<file path="config.mk">
export PLATFORM = sky130hd
export DESIGN_NAME = can_crc_rx_seq
export DESIGN_NICKNAME = d
export VERILOG_FILES = /design/src/rtl/can_pkg.sv /design/src/rtl/can_crc15_step.sv /design/src/rtl/can_crc_rx_seq.sv
export SDC_FILE = /design/constraint.sdc
export NUM_CORES = 1
export LEC_CHECK = 0
export CAP_MARGIN = 20
export CORE_ASPECT_RATIO = 2
export CORE_MARGIN = 4
export CORE_UTILIZATION = 35
export DETAILED_ROUTE_END_ITERATION = 6
export SLEW_MARGIN = 20
export SYNTH_ARGS = -nofsm -noshare
export SYNTH_HDL_FRONTEND = slang
export SYNTH_HIERARCHICAL = 1
export SYNTH_SLANG_ARGS = --single-unit
</file>
<file path="constraint.sdc">
create_clock -name clk -period 4.2 [get_ports clk]
set_input_delay 0.84 -clock clk [delete_from_list [all_inputs] [get_ports clk]]
set_output_delay 0.84 -clock clk [all_outputs]
set_load 0.005 [all_outputs]
</file>
<file path="src/rtl/can_pkg.sv">
// Shared types and field-length constants for the CAN receive CRC path.
package can_pkg;

  typedef enum logic [2:0] {
    IDLE,
    ARB,
    CTRL,
    DATA,
    CRCF,
    CDEL
  } crc_seq_state_t;

  localparam int unsigned CAN_CRC_W     = 15;
  localparam int unsigned CAN_ARB_BITS  = 12;
  localparam int unsigned CAN_CTRL_BITS = 6;

endpackage

</file>
<file path="src/rtl/can_crc15_step.sv">
// CAN CRC-15 polynomial register: optional clear, then one serial step per enabled bit.
module can_crc15_step
  import can_pkg::*;
#(
  parameter logic [CAN_CRC_W-1:0] POLY = 15'h4599
) (
  input  logic                 clk,
  input  logic                 rst,
  input  logic                 clear,
  input  logic                 step,
  input  logic                 bit_in,
  output logic [CAN_CRC_W-1:0] crc
);

  logic [CAN_CRC_W-1:0] crc_q, crc_d, base;

  // Clear and step in the same cycle seeds the register from zero (used for SOF).
  always_comb begin
    base  = clear ? '0 : crc_q;
    crc_d = crc_q;
    if (step) begin
      if (base[CAN_CRC_W-1] ^ bit_in) crc_d = {base[CAN_CRC_W-2:0], 1'b0} ^ POLY;
      else                            crc_d = {base[CAN_CRC_W-2:0], 1'b0};
    end else if (clear) begin
      crc_d = '0;
    end
  end

  always_ff @(posedge clk or posedge rst) begin
    if (rst) crc_q <= '0;
    else     crc_q <= crc_d;
  end

  assign crc = crc_q;

endmodule

</file>
<file path="src/rtl/can_crc_rx_seq.sv">
// Receive-side CAN CRC sequencer: tracks standard-frame fields, drives the CRC-15
// register over SOF..data, then captures and compares the transmitted CRC field.
module can_crc_rx_seq
  import can_pkg::*;
#(
  parameter logic [CAN_CRC_W-1:0] POLY      = 15'h4599,
  parameter int unsigned          MAX_BYTES = 8
) (
  input  logic                 clk,
  input  logic                 rst,
  input  logic                 bit_valid,
  input  logic                 rx_bit,
  input  logic                 abort,
  output logic                 busy,
  output logic                 crc_ok,
  output logic                 crc_err,
  output logic                 form_err,
  output logic [CAN_CRC_W-1:0] crc_calc,
  output logic [3:0]           dlc
);

  localparam logic [3:0] MAX_B = 4'(MAX_BYTES);

  crc_seq_state_t       state_q, state_d;
  logic [6:0]           cnt_q, cnt_d;
  logic                 rtr_q, rtr_d;
  logic [3:0]           dlc_q, dlc_d;
  logic [2:0]           dlc_part_q, dlc_part_d;
  logic [CAN_CRC_W-1:0] rxcrc_q, rxcrc_d;
  logic                 ok_q, ok_d, err_q, err_d, ferr_q, ferr_d;
  logic                 crc_clear, crc_step;
  logic [3:0]           dlc_full, data_bytes;
  logic [6:0]           data_bits;

  always_comb begin
    state_d    = state_q;
    cnt_d      = cnt_q;
    rtr_d      = rtr_q;
    dlc_d      = dlc_q;
    dlc_part_d = dlc_part_q;
    rxcrc_d    = rxcrc_q;
    ok_d       = 1'b0;
    err_d      = 1'b0;
    ferr_d     = 1'b0;
    crc_clear  = 1'b0;
    crc_step   = 1'b0;
    dlc_full   = {dlc_part_q, rx_bit};
    data_bytes = (dlc_full > MAX_B) ? MAX_B : dlc_full;
    data_bits  = rtr_q ? '0 : {data_bytes, 3'b000};

    if (abort) begin
      state_d = IDLE;
    end else if (bit_valid) begin
      unique case (state_q)
        IDLE: begin
          if (!rx_bit) begin
            crc_clear = 1'b1;
            crc_step  = 1'b1;
            cnt_d     = '0;
            state_d   = ARB;
          end
        end
        ARB: begin
          crc_step = 1'b1;
          cnt_d    = cnt_q + 7'd1;
          if (cnt_q == 7'(CAN_ARB_BITS - 1)) begin
            rtr_d   = rx_bit;
            cnt_d   = '0;
            state_d = CTRL;
          end
        end
        CTRL: begin
          crc_step = 1'b1;
          cnt_d    = cnt_q + 7'd1;
          if (cnt_q == 7'd0 && rx_bit) begin
            ferr_d  = 1'b1;
            state_d = IDLE;
          end else if (cnt_q == 7'(CAN_CTRL_BITS - 1)) begin
            dlc_d = dlc_full;
            if (data_bits == '0) begin
              cnt_d   = '0;
              state_d = CRCF;
            end else begin
              cnt_d   = data_bits;
              state_d = DATA;
            end
          end else if (cnt_q >= 7'd2) begin
            dlc_part_d = {dlc_part_q[1:0], rx_bit};
          end
        end
        DATA: begin
          crc_step = 1'b1;
          cnt_d    = cnt_q - 7'd1;
          if (cnt_q == 7'd1) begin
            cnt_d   = '0;
            state_d = CRCF;
          end
        end
        CRCF: begin
          rxcrc_d = {rxcrc_q[CAN_CRC_W-2:0], rx_bit};
          cnt_d   = cnt_q + 7'd1;
          if (cnt_q == 7'(CAN_CRC_W - 1)) begin
            cnt_d   = '0;
            state_d = CDEL;
          end
        end
        CDEL: begin
          if (!rx_bit)                  ferr_d = 1'b1;
          else if (rxcrc_q == crc_calc) ok_d   = 1'b1;
          else                          err_d  = 1'b1;
          state_d = IDLE;
        end
        default: state_d = IDLE;
      endcase
    end
  end

  always_ff @(posedge clk or posedge rst) begin
    if (rst) begin
      state_q    <= IDLE;
      cnt_q      <= '0;
      rtr_q      <= 1'b0;
      dlc_q      <= '0;
      dlc_part_q <= '0;
      rxcrc_q    <= '0;
      ok_q       <= 1'b0;
      err_q      <= 1'b0;
      ferr_q     <= 1'b0;
    end else begin
      state_q    <= state_d;
      cnt_q      <= cnt_d;
      rtr_q      <= rtr_d;
      dlc_q      <= dlc_d;
      dlc_part_q <= dlc_part_d;
      rxcrc_q    <= rxcrc_d;
      ok_q       <= ok_d;
      err_q      <= err_d;
      ferr_q     <= ferr_d;
    end
  end

  can_crc15_step #(.POLY(POLY)) u_crc (
    .clk    (clk),
    .rst    (rst),
    .clear  (crc_clear),
    .step   (crc_step),
    .bit_in (rx_bit),
    .crc    (crc_calc)
  );

  assign busy     = (state_q != IDLE);
  assign crc_ok   = ok_q;
  assign crc_err  = err_q;
  assign form_err = ferr_q;
  assign dlc      = dlc_q;

endmodule

</file>
==> run metrics <==
slowest stage cell, crit path=a211oi_2; post-CTS sizing=0; GR Overflow Total=0; critical path class=input port to flip-flop; synth-to-layout area growth=16.9%; EDFF count, synth=0; DR iter-0 viols=roughly 130; vias in the first global route=2429; unrepaired setup endpoints after global routing=false; required time worst endpoint=4.39 ns; Clk Latency, worst-skew pair=slightly below 0.3 ns; Bufs on Longest Clock Path=2; CTS Hold Bufs=0; GPL Wtd Cong=~0.87; Placed Cells=between 400 and 500; cell accounting for the most synthesized area=dfrtp_1; drt first pass iters=5; YS warnings=6; tightest hold margin=0.491 ns; drt total wl=around 7500 µm; gr usage total=16.1%; CP Capture Type=flip-flop; fin crit share=68.4%; top post-synthesis cells by area=dfrtp_1 43%, mux2_2 5.7%, xor2_1 3.9%, nor2_1 3.8%, mux2_1 3.1%; status=complete, no violations; CTS tree=done; skew final=around 0.0047 ns; worst min-delay path class=flip-flop to flip-flop; final cell count without fillers=410; post-synthesis sequential element count=51; Root Buffer=clkbuf_16; row cnt=47; prevailing post-synth register cell=dfrtp_1; die height=approximately 140 µm; final setup margin=roughly 1.3 ns; minimum clock period=roughly 2.9 ns; # fillers=~840; DRC Markers=0; Max Cap Viol=0; postcts setup bufs=0; Critical Path AT=3.07 ns; mapped cell area=~0.0030 mm²; P per Cell Area=between 400 and 500 mW/mm²; setup tns final=0 ns; post-route ant nets=0; Worst-Margin Slew=around 0.8 ns; Design Power=about 1.4 mW; Post-Syn Instances=289; Crit path largest cell delay=a little under 0.7 ns; syn avg cell area=10.2 µm²; Final Hold Vio Count=0; share of cells above drive strength 1=between 10% and 20%; reg2reg setup slack=around 1.9 ns; clk sinks=slightly above 50; vias per cell=about 5.6; post-synth top area share=43.2%; Worst Setup Start Kind=input port; initial antenna violation count=0; Setup-failing EPs final=0; Leakage=between 1.5 and 2 nW; Port Buffer Count=27; crit-path cells=clkdlybuf4s50_1, nand2b_1, a211oi_2, inv_2, or3_4, o221ai_1; layout net count=320; total CTS buffers=5; Detailed Place HPWL=between 5000 and 6000 µm; Max Freq=about 350 MHz; Die Width=between 70 and 80 µm; sequential area share after synthesis=43.2%; pre-CTS WS=just over 1 ns; Initial Util=around 36%; syn nets=between 200 and 300; Placed Area=0.00330 mm²; CTS clk-pin slew, worst paths=roughly 0.070 ns; ant diodes=0; Max VDD drop=0.000155 V; crit-path max FO=9; Slew Viols, Final=0; vias post-DR=~2300; area of the core=0.00823 mm²; first-pass GRT wire length=12200 µm; Finished Core Util=41.9%; Cell variety after synth=just under 60; Ports=28; largest net degree at the start of global routing=37; H-tree Lvls=2; Synth async-reset ratio=between 90% and 100%; Die Area=between 0.01 and 0.015 mm²; cell area after layout=approximately 0.0035 mm²; Routed WL per cell=approximately 18 µm; Slew headroom=47.3%
## worst paths after layout
| check | startpoint | end | cells past startpoint |
|---|---|---|---|
| setup / recovery | abort | u_crc/crc[3] | 6 |
| setup reg to reg | state_q[2] | u_crc/crc[3] | 7 |
| min in group asynchronous | rst | u_crc/crc[1] | 2 |
| hold reg to reg | dlc[2] | dlc[2] | 1 |
| hold / removal | dlc[2] | dlc[2] | 1 |
| max in group asynchronous | rst | rxcrc_q[14] | 3 |
## cells in the final DEF (no fill, tap or decap), drive strengths merged, types with 2 or more instances in the layout
cell	Yosys	routed
o221ai	5	5
nor4	3	3
a32oi	5	5
a31oi	3	3
nor3b	5	5
nand2b	2	2
nand4	4	4
o21ai	13	13
or3	4	4
xnor2	10	10
a21oi	9	9
o21bai	2	2
clkbuf	7	6
a211o	2	2
buf	9	4
mux2i	8	8
a211oi	3	3
nor2b	4	4
a21o	2	2
o211ai	3	3
a221oi	2	2
nand3b	2	2
dfrtp	51	51
mux2	23	23
and3	2	2
nor2	30	30
and4	2	2
ha	4	4
nand3	6	6
a31o	2	2
nand2	17	17
nor3	9	9
inv	11	11
clkdlybuf4s50	0	27
xor2	13	13
or4b	2	2
## cells by family after synthesis
kind of cell | after synthesis | synth area share [%]
buf+inv | 27 | 4.41
xor+xnor | 23 | 6.82
flops | 51 | 43.2
mux | 31 | 11.5
fa+ha+maj | 4 | 1.70
simple gates | 95 | 17.3
compound gates | 58 | 15.1
## sequential cells by signal, summed over array words and instances, names as in the netlist
name / flops
rtr_q: 1
rxcrc_q: 15
dlc_part_q: 3
crc_err: 1
crc_ok: 1
dlc: 4
cnt_q: 7
form_err: 1
state_q: 3
u_crc/crc: 15
## cell usage after synthesis, types with 6 or more instances
cell / number
nor3_1: 8
dfrtp_1: 51
xnor2_1: 10
clkbuf_1: 7
a21oi_1: 9
mux2_2: 15
nand2_1: 17
mux2_1: 8
o21ai_0: 6
xor2_1: 13
mux2i_1: 8
nor2_1: 30
o21ai_1: 6
nand3_1: 6
inv_1: 10
## worst max-delay path: cells and delay by family
kind / cells / cell delay (ns)
compound gates: 2 / 0.92
simple gates: 2 / 0.74
buf+inv: 2 / 0.57
## where the power goes
part	leakage [nW]	total, mW	internal (mW)	switching [mW]
clock network	0.0731	0.424	0.238	0.185
registers	0.697	0.630	0.537	0.0924
logic	0.747	0.353	0.183	0.169
## per-layer routing
layer  vias up  track usage [%]  share of wire [%]
met5         -                0                  0
met4         0             12.2                6.3
met3        27             2.03                3.2
met2        74             30.5                 56
met1      1117             15.0                 34
li1       1086                -                  -
## final cells by class
| type | count | area, µm² | share of cell area (%) |
|---|---|---|---|
| Clock buffer | 6 | 139 | 4.02 |
| Clock inverter | 2 | 16.3 | 0.471 |
| Inverter | 11 | 41.3 | 1.20 |
| Multi-Input combinational cell | 211 | 1560 | 45.1 |
| Sequential cell | 51 | 1280 | 37.0 |
| Tap cell | 98 | 123 | 3.55 |
| Timing Repair Buffer | 31 | 300 | 8.70 |
Note: power is estimated with default switching activity, not from simulation.
